==> src/rtl/i2c_bus_arbiter.sv <==
// ---------------------------------------------------------------------------
// i2c_bus_arbiter
//
// Shares one I2C_Driver between two requesters: requester 0 is the altimeter
// controller and requester 1 is the IMU controller. Both sensors sit on a
// common SDA/SCL pair.
//
// Arbitration rules:
//   - Grants are issued round-robin.
//   - A grant is held for a whole (multi-byte) transaction, until the holder
//     drops its request.
//   - After a release, the arbiter waits in RELEASE until the driver reports
//     idle (busy low, ready high). Only then can a new grant be issued.
//
// Optional feature, enabled by defining the macro I2C_BUS_ARBITER_TIMEOUT_EN:
//   - A watchdog revokes a grant that has been held for TIMEOUT_CYCLES
//     cycles.
//   - It then locks the offending requester out until that requester drops
//     its request.
//   Without the macro, a grant is held indefinitely and timeout is tied low.
//
// Parameters
//   TIMEOUT_CYCLES  maximum grant hold in clk cycles (watchdog build only)
//   CTR_SIZE        watchdog counter width, 2**CTR_SIZE > TIMEOUT_CYCLES
//
// Ports
//   clk, rst                       clock, synchronous active-high reset
//   req0/req1                      requests, high for the whole transaction
//   gnt0/gnt1                      registered grants
//   ena*/rw*/start_transfer*/
//   stop_transfer*/r_start*/
//   data_wr*                       per-requester driver commands
//   data_rd*/busy*/ready*/ack_err* per-requester view of driver status
//   drv_*                          muxed commands to / status from driver
//   timeout                        one-cycle pulse when a grant is revoked
// ---------------------------------------------------------------------------
module i2c_bus_arbiter #(
  parameter int unsigned TIMEOUT_CYCLES = 32'd2000000,
  parameter int unsigned CTR_SIZE       = 32'd21
) (
  input  logic       clk,
  input  logic       rst,
  input  logic       req0,
  input  logic       req1,
  output logic       gnt0,
  output logic       gnt1,
  input  logic       ena0,
  input  logic       rw0,
  input  logic       start_transfer0,
  input  logic       stop_transfer0,
  input  logic       r_start0,
  input  logic       ena1,
  input  logic       rw1,
  input  logic       start_transfer1,
  input  logic       stop_transfer1,
  input  logic       r_start1,
  input  logic [7:0] data_wr0,
  input  logic [7:0] data_wr1,
  output logic [7:0] data_rd0,
  output logic [7:0] data_rd1,
  output logic       busy0,
  output logic       busy1,
  output logic       ready0,
  output logic       ready1,
  output logic       ack_err0,
  output logic       ack_err1,
  output logic       drv_ena,
  output logic       drv_rw,
  output logic       drv_start_transfer,
  output logic       drv_stop_transfer,
  output logic       drv_r_start,
  output logic [7:0] drv_data_wr,
  input  logic [7:0] drv_data_rd,
  input  logic       drv_busy,
  input  logic       drv_ready,
  input  logic       drv_ack_err,
  output logic       timeout
);

  typedef enum logic [1:0] {
    ST_IDLE    = 2'd0,
    ST_GRANT0  = 2'd1,
    ST_GRANT1  = 2'd2,
    ST_RELEASE = 2'd3
  } state_e;

  // Reject a watchdog counter too narrow to reach the timeout value.
  if ((TIMEOUT_CYCLES == 32'd0) ||
      ((CTR_SIZE < 32'd32) && ((32'd1 << CTR_SIZE) <= TIMEOUT_CYCLES))) begin : g_bad_cfg
    $error("i2c_bus_arbiter: CTR_SIZE too small for TIMEOUT_CYCLES");
  end

  state_e state_q;
  logic   last_q;     // requester that held the most recent grant
  logic   gnt0_q;
  logic   gnt1_q;
  logic   timeout_q;
  logic   elig0_s;    // request that may be granted from IDLE
  logic   elig1_s;

`ifdef I2C_BUS_ARBITER_TIMEOUT_EN
  localparam logic [CTR_SIZE-1:0] TIMEOUT_LAST = CTR_SIZE'(TIMEOUT_CYCLES - 32'd1);
  localparam logic [CTR_SIZE-1:0] CTR_ONE      = {{(CTR_SIZE-1){1'b0}}, 1'b1};
  localparam logic [CTR_SIZE-1:0] CTR_ZERO     = {CTR_SIZE{1'b0}};

  logic [CTR_SIZE-1:0] ctr_q;
  logic                lock0_q;   // set by a watchdog revoke, cleared by req low
  logic                lock1_q;

  assign elig0_s = req0 & ~lock0_q;
  assign elig1_s = req1 & ~lock1_q;
`else
  assign elig0_s = req0;
  assign elig1_s = req1;
`endif

  // Arbitration FSM with registered grants, timeout pulse and watchdog state.
  always_ff @(posedge clk) begin
    if (rst) begin
      state_q   <= ST_IDLE;
      last_q    <= 1'b1;
      gnt0_q    <= 1'b0;
      gnt1_q    <= 1'b0;
      timeout_q <= 1'b0;
`ifdef I2C_BUS_ARBITER_TIMEOUT_EN
      ctr_q     <= CTR_ZERO;
      lock0_q   <= 1'b0;
      lock1_q   <= 1'b0;
`endif
    end else begin
      timeout_q <= 1'b0;
`ifdef I2C_BUS_ARBITER_TIMEOUT_EN
      // A lockout ends as soon as the requester is seen low, in any state.
      if (!req0) lock0_q <= 1'b0;
      else       lock0_q <= lock0_q;
      if (!req1) lock1_q <= 1'b0;
      else       lock1_q <= lock1_q;
`endif
      case (state_q)
        ST_IDLE: begin
          // Requester 0 wins outright, or on a tie when requester 1 went last.
          if (elig0_s && (!elig1_s || last_q)) begin
            state_q <= ST_GRANT0;
            gnt0_q  <= 1'b1;
`ifdef I2C_BUS_ARBITER_TIMEOUT_EN
            ctr_q   <= CTR_ZERO;
`endif
          end else if (elig1_s) begin
            state_q <= ST_GRANT1;
            gnt1_q  <= 1'b1;
`ifdef I2C_BUS_ARBITER_TIMEOUT_EN
            ctr_q   <= CTR_ZERO;
`endif
          end else begin
            state_q <= ST_IDLE;
          end
        end
        ST_GRANT0: begin
          if (!req0) begin
            state_q <= ST_RELEASE;
            gnt0_q  <= 1'b0;
            last_q  <= 1'b0;
          end
`ifdef I2C_BUS_ARBITER_TIMEOUT_EN
          else if (ctr_q == TIMEOUT_LAST) begin
            state_q   <= ST_RELEASE;
            gnt0_q    <= 1'b0;
            last_q    <= 1'b0;
            timeout_q <= 1'b1;
            lock0_q   <= 1'b1;
          end else begin
            ctr_q <= ctr_q + CTR_ONE;
          end
`else
          else begin
            state_q <= ST_GRANT0;
          end
`endif
        end
        ST_GRANT1: begin
          if (!req1) begin
            state_q <= ST_RELEASE;
            gnt1_q  <= 1'b0;
            last_q  <= 1'b1;
          end
`ifdef I2C_BUS_ARBITER_TIMEOUT_EN
          else if (ctr_q == TIMEOUT_LAST) begin
            state_q   <= ST_RELEASE;
            gnt1_q    <= 1'b0;
            last_q    <= 1'b1;
            timeout_q <= 1'b1;
            lock1_q   <= 1'b1;
          end else begin
            ctr_q <= ctr_q + CTR_ONE;
          end
`else
          else begin
            state_q <= ST_GRANT1;
          end
`endif
        end
        ST_RELEASE: begin
          // Let the driver finish the tail of the last transfer before re-arbitrating.
          if (!drv_busy && drv_ready) state_q <= ST_IDLE;
          else                        state_q <= ST_RELEASE;
        end
        default: begin
          state_q <= ST_IDLE;
          gnt0_q  <= 1'b0;
          gnt1_q  <= 1'b0;
        end
      endcase
    end
  end

  assign gnt0    = gnt0_q;
  assign gnt1    = gnt1_q;
  assign timeout = timeout_q;

  // Command mux to the driver and status routing back to the grant holder only.
  always_comb begin
    drv_ena            = 1'b0;
    drv_rw             = 1'b0;
    drv_start_transfer = 1'b0;
    drv_stop_transfer  = 1'b0;
    drv_r_start        = 1'b0;
    drv_data_wr        = 8'h00;
    data_rd0           = 8'h00;
    data_rd1           = 8'h00;
    busy0              = 1'b1;
    busy1              = 1'b1;
    ready0             = 1'b0;
    ready1             = 1'b0;
    ack_err0           = 1'b0;
    ack_err1           = 1'b0;
    case (state_q)
      ST_GRANT0: begin
        drv_ena            = ena0;
        drv_rw             = rw0;
        drv_start_transfer = start_transfer0;
        drv_stop_transfer  = stop_transfer0;
        drv_r_start        = r_start0;
        drv_data_wr        = data_wr0;
        data_rd0           = drv_data_rd;
        busy0              = drv_busy;
        ready0             = drv_ready;
        ack_err0           = drv_ack_err;
      end
      ST_GRANT1: begin
        drv_ena            = ena1;
        drv_rw             = rw1;
        drv_start_transfer = start_transfer1;
        drv_stop_transfer  = stop_transfer1;
        drv_r_start        = r_start1;
        drv_data_wr        = data_wr1;
        data_rd1           = drv_data_rd;
        busy1              = drv_busy;
        ready1             = drv_ready;
        ack_err1           = drv_ack_err;
      end
      default: begin
        drv_ena = 1'b0;
      end
    endcase
  end

endmodule

==> config.mk <==
export PLATFORM = sky130hd
export DESIGN_NAME = i2c_bus_arbiter
export DESIGN_NICKNAME = d
export VERILOG_FILES = /design/src/rtl/i2c_bus_arbiter.sv
export SDC_FILE = /design/constraint.sdc
export NUM_CORES = 1
export LEC_CHECK = 0
export CAP_MARGIN = 15
export CORE_UTILIZATION = 28
export DETAILED_ROUTE_END_ITERATION = 10
export GPL_ROUTABILITY_DRIVEN = 0
export PLACE_DENSITY_LB_ADDON = 0.15
export SKIP_LAST_GASP = 1
export SLEW_MARGIN = 0
export SYNTH_ARGS = -nofsm -noshare
export SYNTH_HDL_FRONTEND = slang
export SYNTH_SLANG_ARGS = --single-unit
export TNS_END_PERCENT = 100
==> constraint.sdc <==
create_clock -name clk -period 1.5 [get_ports clk]
set_input_delay 0.225 -clock clk [delete_from_list [all_inputs] [get_ports clk]]
set_output_delay 0.225 -clock clk [all_outputs]
set_load 0.005 [all_outputs]
======== Word level (Yosys, flattened, before mapping) ========
Cells that the tools add are included.
Widths: inputs -> output; s select.
storage, ports and cells
  memories ................................ 0
  memory bits (writable) .................. 0
  register bits after elaboration ......... 5
  bits in read-only memories .............. 0
  word-level logic and storage cells ...... 53
  bits in latches ......................... 0
  bits of input ports ..................... 41
  output and inout bits ................... 38
cells by class
  multipliers ............................. 0
  magnitude comparators ................... 0
  multiplexer cells ....................... 29
  reductions and logical operators ........ 12
  bitwise operators ....................... 0
  add/subtract/negate cells ............... 0
  eq/ne operators ......................... 8
  divide/modulo/power cells ............... 0
  shifts and indexed selects .............. 0
operator list
  kind                count
  $mux 8              2
  $pmux 1 s2          8
  $pmux 8 s2          1
  $mux 1              13
  $ne 2x2->1 const B  5
  $mux 2              4
  $pmux 2 s4          1
  $reduce_and 3->1    2
  $reduce_bool 2->1   3
  $eq 2x2->1 const B  2
  $reduce_and 4->1    1
  $eq 2x1->1 const B  1
  $logic_and 1x1->1   2
  $logic_not 1->1     2
  $logic_not 2->1     1
  $logic_or 1x1->1    1

======== Longest topological paths before layout ========
  depth in word-level cells ............... 5
  gate-level depth with buffers ........... 7
  mapped depth without buffers ............ 5

======== Worst setup path after synthesis ========
OpenSTA, ideal clock, no wires.
  path kind ............................... register -> output
  start ................................... register state_q[1]
  end ..................................... output port drv_data_wr[0]
  data arrival time ....................... 1.203 ns
  stages on the path, launching flop included .. 7
  path slack .............................. 0.072 ns
  cell sequence ........................... dfxtp_1 inv_1 ha_1 buf_2 buf_1 a22oi_1 nor2b_1
on the way
  cells in the longest elaborated chain, start to end .. 2
  elaborated cells on any way between the ends .. 3
RTL lines
  item                                      line  RTL
  from (decl)                               93    state_e state_q;
  from (signal assigned)                    120   state_q <= ST_IDLE;
  from (signal assigned)                    143   state_q <= ST_GRANT0;
  from (signal assigned)                    149   state_q <= ST_GRANT1;
  $eq 2x2->1 or $eq 2x1->1 (tied branches)  236   case (state_q)
  $pmux 8 s2 (*)                            236
  to (decl)                                 72    output logic [7:0] drv_data_wr,
Mark *: on every way between the ends. The rest lies on a longest branch, timed or not.

======== Worst setup path in the final report ========
  start ................................... register state_q[0]
  end ..................................... output port drv_data_wr[0]
The elaborated chain is that of the path after synthesis.

==> run metrics <==
run status=finished, violations left; failing checks=setup timing; Seq/Total Area, Yosys=13.9%; routed vias/inst=5.02; P_sw=1.28 mW; setup slack after layout=-203 ps; via count=1,149; PortBufs=77; row count=18; WL per Instance=17.4 µm; root buffer cell=clkbuf_4; critical path endpoint category=output pin; HP Class=reg2reg; worst skew pair latency=270 ps; Setup CP Type=reg2out; vias in the first global route=1,067; critical path launch point type=flip-flop; Non-Filler Instances=229; Antenna Violating Nets Remaining=0; Max Slew Vio Count=0; All-Layer GR Usage=24.1%; CTS tree=done; pre-CTS setup slack=-435 ps; max-cap violations=0; share of cells above drive strength 1=62.8%; Max VDD drop=0.00135 V; Leak=0.881 nW; Clock Sinks=5; critical path's slowest cell=dfxtp_4; CTS buffer count=3; crit-path max cell delay=370 ps; WP data required=1270 ps; Final Util=83.3%; Gate Count Post-Synth=95; Mapped Avg Cell Area=7.59 µm²; Max Clk Rate=587 MHz; Yosys cell types=28; TNS Setup=-5350 ps; CTS H-tree lvls=1; Flop pwr share=8.3%; Ports=79; Cell Int Power=2.05 mW; diode count=0; post-route minimum period=1700 ps; syn_nets=141; initial antenna violation count=0; drt pass-1 iters=4; Max Root-Sink Buffers=2; period utilisation layout=114%; synthesized area=721 µm²; Placed Instances=208; GRT overflow=0; Syn-to-layout area delta=184%; # DRC=0; nets@finish=246; Combinational Power Share=86.6%; crit path cell chain=inv_4, buf_6, ha_4, buf_8, a22oi_2, nor2b_1, buf_2; worst path arrival time=1480 ps; Hold Buf Count CTS=0; Die Height=52.7 µm; Hold Fails Final Rpt=0; synthesized flop and latch total=5; clock power share=5.2%; Worst-path clk slew=60 ps; largest net degree at the start of global routing=14; RSZ-0062 raised after global routing=yes; global-route wire length before repair=4880 µm; Crit Path Max Fanout=8; Pwr Density=1630 nW/µm²; Die Width=52.7 µm; Final Power=3.33 mW; Fin Clk Skew=16.7 ps; initial core utilization=29.4%; HPWL after DPL=2230 µm; total wire length=4000 µm; DIE AREA=2780 µm²; Net Sw Frac=38.5%; Initial DRC Count=14; core box area=2450 µm²; # setup viols final=35; YS warnings=0
layout make-up:
| class | instances | area [µm²] |
|---|---|---|
| clock inverters | 1 | 5.00 |
| flip-flops and latches | 5 | 108 |
| inverters | 4 | 22.5 |
| well taps | 30 | 37.5 |
| fillers | 130 | 409 |
| multi-input cells | 77 | 783 |
| clock buffers | 3 | 22.5 |
| repair buffers | 109 | 1070 |
critical path, delay by kind of cell (launching register included):
family | cells | cell delay (ps)
AOI/OAI and AO/OA | 1 | 160
adders and majority gates | 1 | 190
buffers and inverters | 4 | 420
DFF | 1 | 370
and+or+nand+nor | 1 | 70
cell families after synthesis:
group	count (synthesis)	share of synthesized area, %
other cells	1	0.520
fa+ha+maj	5	8.68
buf+inv	13	9.37
flops	5	13.9
compound gates	28	29.3
simple gates	43	38.2
power groups by stage:
stage / clock (mW) / sequential [mW] / combinational [mW]
2_1_floorplan: 0 / 0.235 / 0.816
3_3_place_gp: 0 / 0.233 / 1.71
3_5_place_dp: 0 / 0.239 / 1.75
4_1_cts: 0.171 / 0.265 / 2.16
5_1_grt: 0.179 / 0.287 / 3.02
6_report: 0.173 / 0.275 / 2.88
final timing paths:
| check | slack, ps | start | depth (start not counted) | to |
|---|---|---|---|---|
| setup / recovery | -200 | state_q[0]$_SDFF_PP0_ | 7 | drv_data_wr[0] |
| hold / removal | 490 | gnt0$_SDFFE_PP0P_ | 2 | gnt0$_SDFFE_PP0P_ |
| setup reg to reg | -130 | state_q[0]$_SDFF_PP0_ | 6 | gnt1$_SDFFE_PP0P_ |
| hold reg to reg | 490 | gnt0$_SDFFE_PP0P_ | 2 | gnt0$_SDFFE_PP0P_ |
per-stage QoR:
| stage | cell area, µm² | hold slack [ps] |
|---|---|---|
| floorplan | 721 | 288 |
| global placement | 1600 | 461 |
| detailed placement | 1600 | 487 |
| CTS | 1750 | 494 |
| global route | 2050 | 521 |
| finish | 2050 | 492 |
cell usage in the layout (no fill, tap or decap), drive strengths merged:
cell type,instances
a21bo,1
a21oi,6
a221oi,2
a22oi,13
a41oi,1
and2,20
buf,67
clkbuf,3
clkdlybuf4s50,42
clkinv,1
conb,1
dfxtp,5
ha,5
inv,4
nand2b,4
nand3b,1
nor2,2
nor2b,14
nor4b,1
o2111ai,1
o211ai,1
o21ai,1
o21bai,1
o31ai,1
or4b,1
flip-flops by register name, summed over array words and instances, names as in the netlist:
name,flops
state_q,2
last_q,1
gnt0,1
gnt1,1
synth_stat cells (all sizes together):
cell type  count  share of area, %
nor4b          1               1.2
o31ai          1               1.0
nor2           2               1.0
a21bo          1               1.4
a21oi          6               4.7
conb           1              0.52
o2111ai        1               1.2
and2          20                17
ha             5               8.7
nand2b         4               3.5
o211ai         1               1.0
nor2b         14                12
inv            4               2.1
or4b           1               1.9
o21bai         1               1.0
a221oi         2               2.4
nand3b         1               1.0
clkbuf         3               1.6
buf            6               5.7
a22oi         13                14
a41oi          1               2.3
dfxtp          5                14
o21ai          1              0.69
routing by layer:
| layer | track usage [%] | wire (µm) |
|---|---|---|
| met1 | 23.2 | 1630 |
| met2 | 47.9 | 2040 |
| met3 | 4.35 | 242 |
| met4 | 11.4 | 81 |
| met5 | 0 | 0 |
timing repair:
| action | CTS | global route |
|---|---|---|
| pin swaps | 4 | 10 |
| gates resized for setup | 169 | 70 |
| setup endpoints to repair | 38 | 38 |
| cloned | 4 | 0 |
| setup buffers | 7 | 7 |
Power figures use the tool's default switching activity.
